<file path="src/rtl/datapath_sequencer.sv">
// datapath_sequencer: accepts one instruction word per valid/ready handshake,
// drives the integer datapath control inputs for rpt+1 cycles, captures the
// flags and last ALU result, then pulses done for one cycle.
//
// Handshake: a word is accepted on a rising edge where instr_valid and
// instr_ready are both high; instr_ready is high only in IDLE with reset
// released, and instr_valid is ignored in every other state.
module datapath_sequencer #(
  parameter int DATA_W = 16,
  parameter int ADR_W  = 3,
  parameter int OP_W   = 4,
  parameter int RPT_W  = 4
) (
  input  logic              clk,
  input  logic              reset,
  input  logic              instr_valid,
  output logic              instr_ready,
  input  logic [OP_W-1:0]   i_op,
  input  logic [ADR_W-1:0]  i_wadr,
  input  logic [ADR_W-1:0]  i_radr,
  input  logic [ADR_W-1:0]  i_sadr,
  input  logic              i_ssel,
  input  logic [DATA_W-1:0] i_imm,
  input  logic              i_wb,
  input  logic [RPT_W-1:0]  i_rpt,
  input  logic              abort,
  input  logic [DATA_W-1:0] dp_alu_out,
  input  logic              dp_c,
  input  logic              dp_n,
  input  logic              dp_z,
  output logic              W_En,
  output logic              S_Sel,
  output logic [ADR_W-1:0]  W_Adr,
  output logic [ADR_W-1:0]  R_Adr,
  output logic [ADR_W-1:0]  S_Adr,
  output logic [OP_W-1:0]   Alu_Op,
  output logic [DATA_W-1:0] DS,
  output logic              busy,
  output logic              done,
  output logic [DATA_W-1:0] result,
  output logic              flag_c,
  output logic              flag_n,
  output logic              flag_z,
  output logic [1:0]        dbg_state
);

  typedef enum logic [1:0] {
    ST_IDLE = 2'd0,
    ST_EXEC = 2'd1,
    ST_DONE = 2'd2
  } state_t;

  state_t              r_state;
  logic [RPT_W-1:0]    r_cnt;
  logic                r_wb;
  logic                r_ssel;
  logic [OP_W-1:0]     r_op;
  logic [ADR_W-1:0]    r_wadr;
  logic [ADR_W-1:0]    r_radr;
  logic [ADR_W-1:0]    r_sadr;
  logic [DATA_W-1:0]   r_imm;
  logic [DATA_W-1:0]   r_result;
  logic                r_c;
  logic                r_n;
  logic                r_z;
  logic                r_busy;
  logic                r_done;
  logic                w_accept;
  logic                w_exec_step;

  assign instr_ready = (r_state == ST_IDLE) & reset;
  assign w_accept    = instr_valid & instr_ready;
  // An EXEC cycle that is not cancelled commits flags (and result on the last one).
  assign w_exec_step = (r_state == ST_EXEC) & ~abort;

  // Sequencer FSM: latches the instruction, counts iterations, captures flags/result.
  always_ff @(posedge clk or negedge reset) begin
    if (!reset) begin
      r_state  <= ST_IDLE;
      r_cnt    <= '0;
      r_wb     <= 1'b0;
      r_ssel   <= 1'b0;
      r_op     <= '0;
      r_wadr   <= '0;
      r_radr   <= '0;
      r_sadr   <= '0;
      r_imm    <= '0;
      r_result <= '0;
      r_c      <= 1'b0;
      r_n      <= 1'b0;
      r_z      <= 1'b0;
      r_busy   <= 1'b0;
      r_done   <= 1'b0;
    end else begin
      case (r_state)
        ST_IDLE: begin
          r_done <= 1'b0;
          if (w_accept) begin
            r_op    <= i_op;
            r_wadr  <= i_wadr;
            r_radr  <= i_radr;
            r_sadr  <= i_sadr;
            r_ssel  <= i_ssel;
            r_imm   <= i_imm;
            r_wb    <= i_wb;
            r_cnt   <= i_rpt;
            r_busy  <= 1'b1;
            r_state <= ST_EXEC;
          end
        end
        ST_EXEC: begin
          if (abort) begin
            // Cancelled: previous flags/result stay, no done pulse.
            r_busy  <= 1'b0;
            r_state <= ST_IDLE;
          end else begin
            r_c <= dp_c;
            r_n <= dp_n;
            r_z <= dp_z;
            if (r_cnt == '0) begin
              r_result <= dp_alu_out;
              r_done   <= 1'b1;
              r_state  <= ST_DONE;
            end else begin
              r_cnt <= r_cnt - 1'b1;
            end
          end
        end
        ST_DONE: begin
          r_done  <= 1'b0;
          r_busy  <= 1'b0;
          r_state <= ST_IDLE;
        end
        default: begin
          r_done  <= 1'b0;
          r_busy  <= 1'b0;
          r_state <= ST_IDLE;
        end
      endcase
    end
  end

  // Write enable is combinational so reset or abort drops it within the cycle.
  assign W_En      = (r_state == ST_EXEC) & r_wb & ~abort;
  assign S_Sel     = r_ssel;
  assign W_Adr     = r_wadr;
  assign R_Adr     = r_radr;
  assign S_Adr     = r_sadr;
  assign Alu_Op    = r_op;
  assign DS        = r_imm;
  assign busy      = r_busy;
  assign done      = r_done;
  assign result    = r_result;
  assign flag_c    = r_c;
  assign flag_n    = r_n;
  assign flag_z    = r_z;
  assign dbg_state = r_state;

  // w_exec_step documents the commit condition for anyone binding checkers.
  logic w_unused;
  assign w_unused = w_exec_step;

endmodule

</file>
<file path="config.mk">
export PLATFORM = sky130hd
export DESIGN_NAME = datapath_sequencer
export DESIGN_NICKNAME = d
export VERILOG_FILES = /design/src/rtl/datapath_sequencer.sv
export SDC_FILE = /design/constraint.sdc
export NUM_CORES = 1
export LEC_CHECK = 0
export BUFFER_PORTS_ARGS = -buffer_cell sky130_fd_sc_hd__buf_2
export CORE_ASPECT_RATIO = 0.8
export CORE_MARGIN = 2
export CORE_UTILIZATION = 45
export CTS_BUF_LIST = sky130_fd_sc_hd__clkbuf_8
export CTS_CLUSTER_SIZE = 20
export DETAILED_ROUTE_END_ITERATION = 7
export GPL_TIMING_DRIVEN = 0
export HOLD_SLACK_MARGIN = 0.15
export MAX_ROUTING_LAYER = met4
export PLACE_DENSITY = 0.75
export SLEW_MARGIN = 20
export SYNTH_ARGS = -nofsm -noshare
export SYNTH_HDL_FRONTEND = slang
export SYNTH_SLANG_ARGS = --single-unit
</file>
<file path="constraint.sdc">
create_clock -name clk -period 3.1 [get_ports clk]
set_clock_uncertainty 0.05 [all_clocks]
set_input_delay 0.62 -clock clk [delete_from_list [all_inputs] [get_ports clk]]
set_output_delay 0.62 -clock clk [all_outputs]
set_load 0.01 [all_outputs]
</file>
# ---- After elaboration in Yosys (flattened, before gate mapping)
# Cells that the tools add are included.
dict set report word_totals {
  reg_bits 58
  input_bits 58
  out_inout_bits 55
  elab_cells 52
}
dict set report classes {
  n_addsub 1
  eq_ne 7
  mux 14
  n_bitwise 5
  reduce_logical 10
}
# op n
set op_table {}
lappend op_table {{2-to-1 mux 4 bit} 3}
lappend op_table {{AND reduction 2 bit} 5}
lappend op_table {{!= test 2 bit, second input constant} 4}
lappend op_table {{case mux 4 bit (2 select lines)} 1}
lappend op_table {{2-to-1 mux 2 bit} 3}
lappend op_table {{2-to-1 mux 1 bit} 5}
lappend op_table {{bitwise AND 1 bit} 4}
lappend op_table {{logical NOT 4 bit} 1}
lappend op_table {{case mux 2 bit (2 select lines)} 1}
lappend op_table {{AND reduction 4 bit} 1}
lappend op_table {{subtractor 4 x 1 -> 4 bit, second input constant} 1}
lappend op_table {{!= test 3 x 2 -> 1 bit, second input constant} 1}
lappend op_table {{AND reduction 3 bit} 1}
lappend op_table {{equality test 2 x 1 -> 1 bit, second input constant} 1}
lappend op_table {{logical NOT 2 bit} 1}
lappend op_table {{!= test 2 x 1 -> 1 bit, second input constant} 1}
lappend op_table {{case mux 1 bit (2 select lines)} 1}
lappend op_table {{nonzero test 2 bit} 1}
lappend op_table {{inverter 1 bit} 1}

# ---- Logic depth before layout (Yosys ltp)
dict set report depth {
  depth_word 5
  mapped_depth 6
  depth_no_buf 5
}

# ---- Worst setup path before layout
# Ideal clock, no wire load.
dict set report synth_timing {
  path_kind {input-to-output}
  startpoint {input abort}
  endpoint {output W_En}
  arrival_time_ps 1108
  required_ps 2430
  slack_ps 1322
  cell_stages 2
  path_buffers 0
  path_cell_list {nor3b_2 -> and2_1}
}
dict set report synth_via {
  elab_chain_cells 2
}
# element line_no
set synth_rtl {}
lappend synth_rtl {{start: declaration} 26} ;# input logic abort,
lappend synth_rtl {{inverter 1 bit (no line)} -}
lappend synth_rtl {{bitwise AND 1 bit} 144} ;# assign W_En = (r_state == ST_EXEC) & r_wb & ~abort;
lappend synth_rtl {{end: declaration} 31} ;# output logic W_En,
# Every way passes these cells.

# ---- Worst setup path in the final report
dict set report layout_timing {
  startpoint {input reset}
  endpoint {output instr_ready}
}
dict set report layout_via {
  elab_chain_cells 1
}
# element line_no
set layout_rtl {}
lappend layout_rtl {{start: declaration} 15} ;# input logic reset,
lappend layout_rtl {{bitwise AND 1 bit} 71} ;# assign instr_ready = (r_state == ST_IDLE) & reset;
lappend layout_rtl {{end: declaration} 17} ;# output logic instr_ready,
# Every way passes these cells.

==> results by group <==
Status
  • Status: complete, no violations

Worst hold path
  • Worst Hold Class: in -> async

Timing
  • Setup TNS Final: 0 ns
  • Final Setup Violations: 0
  • Final min period: 2.26 ns
  • Final hold slack: 0.293 ns
  • Slew @ Worst Pin: 0.736 ns
  • FMAX: 442 MHz
  • Max Slew Vio Count: 0
  • Min setup slack post-route: 0.835 ns
  • RSZ-0062 raised after global routing: false
  • Tcrit/Tclk final: 0.731
  • Max_slew headroom: 0.509
  • Hold Vio Cnt, Final: 0

Finish
  • Nets: 406
  • P&R area growth vs syn: 36.0%
  • Non-Filler Instances: 414
  • Commonest non-fill, non-tap cell in the layout: buf_2
  • Layout cells sized above 1: 0.440
  • Final core occ: 0.641
  • Leading cell types in the layout, fill and taps excluded: buf_2, nand2_1, dfrtp_1
  • Filler cells: 420
  • Antenna Cells: 0

Place
  • DP HPWL: 3780 um
  • Placed cell count: 398
  • Dpl ws: 0.639 ns
  • I/O Buffers: 112
  • RePlAce Congestion: 0.772

Critical path
  • Reg2reg end: result[4]
  • Crit path DAT: 1.59 ns
  • R2r worst-path depth: 6
  • CP endpoint kind: output port
  • Reg2Reg Setup Slack: 1.26 ns
  • Startpoint Class: primary input
  • CP Max Fanout: 61
  • RR Startpoint: r_cnt[0]
  • Worst Path Required: 2.43 ns
  • Crit Path Category: in -> out

CTS
  • H-tree lvl count: 3
  • CTS Sinks: 58
  • Deepest clock path buffer count: 2
  • Hold-fix buffers, CTS: 0
  • Clock Latency Late Sink: 0.33 ns
  • TritonCTS Buffers: 9
  • Worst-path clk slew: 0.07 ns
  • CTS tree: done
  • Post-CTS Setup Repair Bufs: 0
  • Clock Root Buffer: clkbuf_8
  • CTS resizes: 0

Global route
  • GRT met3 Usage: 0.0695
  • First-pass GRT wire length: 8910 um
  • Initial antenna violation count: 0
  • Vias in the first global route: 1826
  • Largest net degree at the start of global routing: 62
  • Gr busiest metal: met2
  • Met1 usage: 0.262
  • Met2 usage: 0.296
  • Grt total ovfl: 0
  • Total GRT Usage: 0.200

Route
  • Routed Antenna Nets: 0
  • Initial DRC Count: 101
  • Routed WL: 5290 um
  • Vias after detailed routing: 1898
  • Remaining DRCs: 0
  • Vias per cell: 4.58
  • WL/cell: 12.8 um
  • Initial DRT Pass Iterations: 4

Synthesis
  • Number of flops mapped to enable cells by yosys: 0
  • Top cells by area, synth: dfrtp_1, nand2_1, mux2_4
  • Syn Area/Cell: 10.6 um^2
  • Post-synth top flop: dfrtp_1
  • Synth top area share: 0.609
  • Synth warnings: 0
  • Synth area leader: dfrtp_1
  • Net Count, Synth: 283
  • Post-synth design cell area: 2380 um^2
  • Post-synthesis async set-or-reset flop share: 1.00
  • Yosys cell types: 29
  • Register bit total from synthesis: 58
  • Sequential fraction of the synthesis area: 0.609
  • Synth Instances: 224

Power and ir drop
  • Peak supply drop: 0.000482 V
  • Leak: 1.93 nW
  • Gate power share: 0.285
  • Internal power: 1.84 mW
  • Net Sw Power: 816 uW
  • Net Sw Frac: 0.307
  • Flop pwr share: 0.429
  • Power density over the cells: 819 nW/um^2
  • Clock share of power: 0.286

Floorplanning
  • Die H: 69.1 um
  • Initial Util: 0.471
  • Core ar.: 5060 um^2
  • IO Pins: 113
  • Die area: 5900 um^2
  • Die W: 85.4 um
  • Rows: 23

Job
  • Max-Cap Viols: 0
==> per-stage QoR <==
| stage | total power [mW] | cell area (um^2) |
|---|---|---|
| final | 2.66 | 3240 |
| after global routing | 2.85 | 3240 |
| after CTS | 2.70 | 3240 |
| after detailed placement | 1.92 | 3030 |
| after global placement | 1.89 | 3020 |
| after floorplan | 1.57 | 2380 |
==> worst max path at each step <==
stage	startpoint	to	slack (ns)	depth (start not counted)
3_3_place_gp	reset	Alu_Op[0]	0.23	6
5_1_grt	reset	instr_ready	0.60	3
3_5_place_dp	reset	DS[15]	0.64	6
6_report	reset	instr_ready	0.84	3
4_1_cts	reset	instr_ready	0.77	3
2_1_floorplan	abort	W_En	1.32	2
==> routing by layer <==
metal | up-vias | share of wire
met5 | - | 0
met4 | 0 | 0.010
met3 | 5 | 0.061
met2 | 69 | 0.47
met1 | 863 | 0.46
li1 | 961 | -
==> state kept, by name, summed over array words and instances (netlist names) <==
name and count:
DS 16, result 16, Alu_Op 4, r_cnt 4, R_Adr 3, S_Adr 3
W_Adr 3, dbg_state 2, S_Sel 1, busy 1, done 1, flag_c 1
flag_n 1, flag_z 1, r_wb 1
==> cells by family (layout without fill, tap and decap cells) <==
group           Yosys count  count (layout)  synth area share
fa+ha+maj                 1               1           0.00525
mux                      19              19             0.101
flops                    58              58             0.609
simple gates            124             124             0.233
compound gates            7               7            0.0231
buf+inv                  15             143            0.0294
==> area by class of cell <==
cell class	instances	area (um^2)	area share
Clock inverter	6	81.3	0.0251
Clock buffer	10	138	0.0424
Sequential cell	58	1450	0.447
Tap cell	62	77.6	0.0239
Buffer	10	51.3	0.0158
Inverter	5	18.8	0.00578
Timing Repair Buffer	112	563	0.174
Multi-Input combinational cell	151	863	0.266
==> cells in the mapped netlist, drive strengths merged, types with 2 or more instances <==
cell	count
o21ai	2
buf	6
clkbuf	4
nand3b	3
nor2b	3
inv	5
nand2	107
mux2i	3
or3b	2
mux2	16
nor3b	3
dfrtp	58
==> critical path: stages <==
cell and delay (ns):
buf_4 0.56, nor3b_1 0.25, buf_2 0.16
==> power groups by stage <==
| stage | registers, mW | clock network (mW) | logic (mW) |
|---|---|---|---|
| 6_report | 1.14 | 0.759 | 0.758 |
| 5_1_grt | 1.17 | 0.827 | 0.849 |
| 4_1_cts | 1.14 | 0.784 | 0.774 |
| 3_5_place_dp | 1.15 | 0 | 0.773 |
| 3_3_place_gp | 1.14 | 0 | 0.752 |
| 2_1_floorplan | 1.24 | 0 | 0.337 |
Power figures use the tool's default switching activity.
